--- config.mk ---
export PLATFORM = sky130hd
export DESIGN_NAME = lsu_ctrl
export DESIGN_NICKNAME = d
export VERILOG_FILES = /design/src/rtl/lsu_ctrl.sv
export SDC_FILE = /design/constraint.sdc
export NUM_CORES = 1
export LEC_CHECK = 0
export BUFFER_PORTS_ARGS = -buffer_cell sky130_fd_sc_hd__buf_4
export CAP_MARGIN = 20
export CORE_ASPECT_RATIO = 0.75
export CORE_MARGIN = 1
export CORE_UTILIZATION = 46
export CTS_CLUSTER_DIAMETER = 200
export DETAILED_ROUTE_END_ITERATION = 16
export HOLD_SLACK_MARGIN = 0.02
export PLACE_DENSITY = 0.73
export SYNTH_ARGS = -nofsm -noshare
export SYNTH_HDL_FRONTEND = slang
export SYNTH_SLANG_ARGS = --single-unit
--- constraint.sdc ---
create_clock -name clk -period 2.52 [get_ports clk]
set_input_delay 0.504 -clock clk [delete_from_list [all_inputs] [get_ports clk]]
set_output_delay 0.504 -clock clk [all_outputs]
set_load 0.005 [all_outputs]
--- src/rtl/lsu_ctrl.sv ---
// Load/store controller between the memory stage and a word-wide data memory.
// Sub-word loads are lane-extracted here; sub-word stores become read-modify-write word accesses.
module lsu_ctrl #(
   parameter int AW = 12,
   parameter int DW = 32
) (
   input  logic          clk,
   input  logic          rst,
   input  logic          req,
   input  logic [2:0]    op,
   input  logic [AW-1:0] addr,
   input  logic [DW-1:0] wdata,
   output logic          busy,
   output logic          done,
   output logic          err,
   output logic [DW-1:0] rdata,
   output logic [AW-1:0] mem_addr,
   output logic [DW-1:0] mem_din,
   output logic          mem_we,
   input  logic [DW-1:0] mem_dout,
   output logic [1:0]    dbg_state_o
);

   localparam logic [2:0] OP_LW  = 3'd0;
   localparam logic [2:0] OP_LB  = 3'd1;
   localparam logic [2:0] OP_LBU = 3'd2;
   localparam logic [2:0] OP_LH  = 3'd3;
   localparam logic [2:0] OP_LHU = 3'd4;
   localparam logic [2:0] OP_SW  = 3'd5;
   localparam logic [2:0] OP_SB  = 3'd6;
   localparam logic [2:0] OP_SH  = 3'd7;

   typedef enum logic [1:0] {S_IDLE, S_RD, S_WR, S_RESP} state_t;

   // Handshake: req is sampled only while busy is low; completion is a single-cycle
   // done pulse (with err) and there is no back-pressure on the response.
   state_t          state_q, state_d;
   logic [2:0]      op_q, op_d;
   logic [AW-1:0]   addr_q, addr_d;
   logic [DW-1:0]   din_q, din_d;
   logic [DW-1:0]   rdata_q, rdata_d;
   logic            err_q, err_d;

   logic [7:0]      byte_sel;
   logic [15:0]     half_sel;
   logic [DW-1:0]   merged;

   function automatic logic misaligned(input logic [2:0] o, input logic [1:0] lo);
      case (o)
         OP_LW, OP_SW:          return (lo != 2'b00);
         OP_LH, OP_LHU, OP_SH:  return lo[0];
         default:               return 1'b0;
      endcase
   endfunction

   assign byte_sel = mem_dout[{addr_q[1:0], 3'b000} +: 8];
   assign half_sel = mem_dout[{addr_q[1], 4'b0000} +: 16];

   // din_q holds the raw store data until RD, so its low lanes feed the merge.
   always_comb begin
      merged = mem_dout;
      if (op_q == OP_SB) merged[{addr_q[1:0], 3'b000} +: 8] = din_q[7:0];
      else               merged[{addr_q[1], 4'b0000} +: 16] = din_q[15:0];
   end

   always_comb begin
      state_d = state_q;
      op_d    = op_q;
      addr_d  = addr_q;
      din_d   = din_q;
      rdata_d = rdata_q;
      err_d   = err_q;
      case (state_q)
         S_IDLE: begin
            if (req) begin
               op_d   = op;
               addr_d = addr;
               din_d  = wdata;
               if (misaligned(op, addr[1:0])) begin
                  err_d   = 1'b1;
                  state_d = S_RESP;
               end else if (op == OP_SW) begin
                  state_d = S_WR;
               end else begin
                  state_d = S_RD;
               end
            end
         end
         S_RD: begin
            if (op_q < OP_SW) begin
               case (op_q)
                  OP_LB:   rdata_d = {{24{byte_sel[7]}}, byte_sel};
                  OP_LBU:  rdata_d = {24'd0, byte_sel};
                  OP_LH:   rdata_d = {{16{half_sel[15]}}, half_sel};
                  OP_LHU:  rdata_d = {16'd0, half_sel};
                  default: rdata_d = mem_dout;
               endcase
               state_d = S_RESP;
            end else begin
               din_d   = merged;
               state_d = S_WR;
            end
         end
         S_WR:   state_d = S_RESP;
         S_RESP: begin
            err_d   = 1'b0;
            state_d = S_IDLE;
         end
         default: state_d = S_IDLE;
      endcase
   end

   always_ff @(posedge clk or posedge rst) begin
      if (rst) begin
         state_q <= S_IDLE;
         op_q    <= OP_LW;
         addr_q  <= '0;
         din_q   <= '0;
         rdata_q <= '0;
         err_q   <= 1'b0;
      end else begin
         state_q <= state_d;
         op_q    <= op_d;
         addr_q  <= addr_d;
         din_q   <= din_d;
         rdata_q <= rdata_d;
         err_q   <= err_d;
      end
   end

   // Decoded straight from the state register so an async reset drops mem_we at once.
   assign busy        = (state_q != S_IDLE);
   assign done        = (state_q == S_RESP);
   assign mem_we      = (state_q == S_WR);
   assign err         = err_q;
   assign rdata       = rdata_q;
   assign mem_addr    = {addr_q[AW-1:2], 2'b00};
   assign mem_din     = din_q;
   assign dbg_state_o = state_q;

endmodule
==> results.toml <==
[power_and_ir_drop]
ir_drop_mv = 0.709
p_total_uw = 9170
p_leak_uw = 0.00293
power_density_nw_per_um2 = 1420

[finish]
nFillCells = 838
ff_latch_area_sq_um = 2050
antenna_cells = 0
nets = 769
syn_to_final_growth_pct = 33.9
multi_input_area_sq_um = 2440
final_area_sq_um = 6440
drive_gt1_share_pct = 35.3

[logic_synthesis]
ys_ff_latch = 82
syn-cell-area_sq_um = 4810
yosysTopAreaCell = "dfrtp_1"
yosysSeqAreaShare_pct = 42.7
synth_cells = 527
synth_commonest_cells = "82 x dfrtp_1, 73 x nor2_1, 57 x a21oi_1"
synthTopCellsByArea = "dfrtp_1 43%, a21oi_1 5.9%, nor2_1 5.7%, mux2_2 5.2%, o21ai_0 4.0%"
synth_top_area_share_pct = 42.7
ys_warn_count = 0
synth.distinct_cells = 54
synth-async-reset-ratio_pct = 100
synth_most_common_cell = "dfrtp_1"
avgSynthCellArea_sq_um = 9.12
synth-edff-count = 0
synthFlopType = "dfrtp_1"

[global_route]
grt_start_max_net_pins = 36
track_usage_pct = 30.0
overflow = 0
grt_pass1_wl_um = 24700
grt_pass1_vias = 4473
antenna_found_initial = 0

[drt]
ant_nets = 0
dr.pass1.iters = 5
wire_per_inst_um = 19.8
wl_um = 16100
via_per_inst = 5.91
num_vias = 4820
drtIter0Drc = 525
drcViolationCount = 0

[run]
cap_violations = 0

[timing]
tightest_slew_ns = 0.764
fin_crit_sh_pct = 83.8
rsz0062_at_grt = "no"
finalHoldViolations = 0
fmax_mhz = 473
setup_violations = 0
maxSlewHeadroom_pct = 49.0
finalSetupTns_ns = 0
finalClockSkew_ns = 0.00404
min_period_ns = 2.11
slew_violations = 0

[clock_network]
cts_buffers = 9
clockBufferDepth = 2
clk-insertion-delay-late_ns = 0.34
cts_root_buf = "clkbuf_16"
postCtsSetupRepairBufs = 0
cts_resized = 0
cts_hold_buf = 0
cts_tree = "yes"
cts_max_level = 3
cts.clk_slew.worst_paths_ns = 0.06
cts.sinks = 82

[setup_path]
max_stage_delay_ns = 0.56
critPathMaxFanout = 14
critical_path_class = "reg2reg"
required_ns = 2.75
worst_path_dominant_cell_family = "compound AO/OA/AOI/OAI gates"
cp_slowest_cell = "dfrtp_1"
reg2reg_depth = 5
crit_path_start_kind = "flip-flop"
rr_endpoint = "rdata[5]$_DFFE_PP0P_"
cp_data_arrival_time_ns = 2.34
path_buf_inv = 0
worstReg2RegStart = "op_q[1]$_DFFE_PP0P_"
end_kind = "flip-flop"
path_cells = "o21a_1, o21ai_2, o22ai_1, a21o_1, a221oi_1"
ff2ff_setup_slack_ns = 0.41

[floorplanning]
row_count = 31
initial_utilization_pct = 48.6
die_x_um = 120
design.core.area_sq_um = 9890
dieArea_sq_um = 10900
dieHeight_um = 90.5
io_pins = 164

[placement]
place.gp.congestion = 0.934
numPortBuffers = 161
dp_hpwl_um = 12200
postPlaceCellArea_sq_um = 6130

[worst_hold_path]
min_path_type = "in2async"

[outcome]
outcome = "finished, final reports clean"
## logic make-up (layout without fill, tap and decap cells)
| kind of cell | after synthesis | after routing | synth area share (%) |
|---|---|---|---|
| fa+ha+maj | 9 | 9 | 2.34 |
| xor+xnor | 2 | 2 | 0.755 |
| buf+inv | 63 | 218 | 6.71 |
| flops | 82 | 82 | 42.7 |
| mux | 29 | 29 | 6.61 |
| other cells | 1 | 2 | 0.0780 |
| compound gates | 195 | 195 | 27.7 |
| simple gates | 146 | 146 | 13.1 |
## state kept, by name (all words and copies together), names as in the netlist
register	flops
addr_q	12
op_q	3
dbg_state_o	2
mem_din	32
err	1
rdata	32
## layout make-up
class	instances	share of cell area, %
Timing Repair Buffer	185	21.8
Multi-Input combinational cell	383	37.9
Clock inverter	6	1.11
Clock buffer	10	3.71
Tap cell	132	2.57
Inverter	17	1.05
Sequential cell	82	31.9
## where the power goes
group	internal, uW	total (uW)	switching (uW)
Clock	804	1370	570
Sequential	2020	2660	638
Combinational	2420	5140	2710
Total	5250	9170	3920
## metal layers
layer	global-route usage, %	vias to the layer above	share of wire, %
li1	-	2209	-
met1	45.1	2297	44
met2	41.6	284	42
met3	8.27	30	12
met4	8.02	0	1.6
met5	2.88	-	0
## placed cells by master, fill, tap and decap left out, types with 2 or more instances in the layout
cell        instances
nand3_1             4
clkinvlp_4          3
and3_1              6
a221o_1             8
nor2_2              4
ha_1                9
nor2_1             72
conb_1              2
a221oi_1           12
o22ai_1             7
a211o_1             2
a21o_1              4
inv_6               2
mux2_2             22
o21ai_2             2
o21ai_0            38
buf_4             184
nor3_1              5
a222oi_1            6
dfrtp_1            82
a2bb2oi_1           7
a21oi_1            57
clkbuf_16           9
o22a_1              8
inv_1              14
mux2i_1             7
a211oi_1            4
nand2_1            44
nand3b_1            2
nor3b_1             3
a22oi_1            25
o21a_1              2
o221a_2             3
## per-stage QoR
step                hold slack (ns)  instances  worst slack (ns)  util (%)
floorplan                     0.481        528             0.464         -
finish                        0.296        815             0.408      65.1
global route                  0.350        815             0.250      65.1
global placement              0.479        799             0.515      61.9
CTS                           0.319        815             0.439      65.1
detailed placement            0.482        799             0.472      61.9
## worst max path at each step
stage	from	end	slack [ns]	cells past startpoint
5_1_grt	dbg_state_o[1]$_DFFE_PP0P_	mem_din[8]$_DFFE_PP0P_	0.25	6
3_3_place_gp	mem_dout[23]	rdata[18]$_DFFE_PP0P_	0.51	7
6_report	op_q[1]$_DFFE_PP0P_	rdata[5]$_DFFE_PP0P_	0.41	5
3_5_place_dp	op_q[1]$_DFFE_PP0P_	rdata[0]$_DFFE_PP0P_	0.47	5
4_1_cts	op_q[0]$_DFFE_PP0P_	rdata[5]$_DFFE_PP0P_	0.44	5
2_1_floorplan	addr_q[1]$_DFFE_PP0P_	mem_din[12]$_DFFE_PP0P_	0.46	9
(Power assumes the default switching activity.)
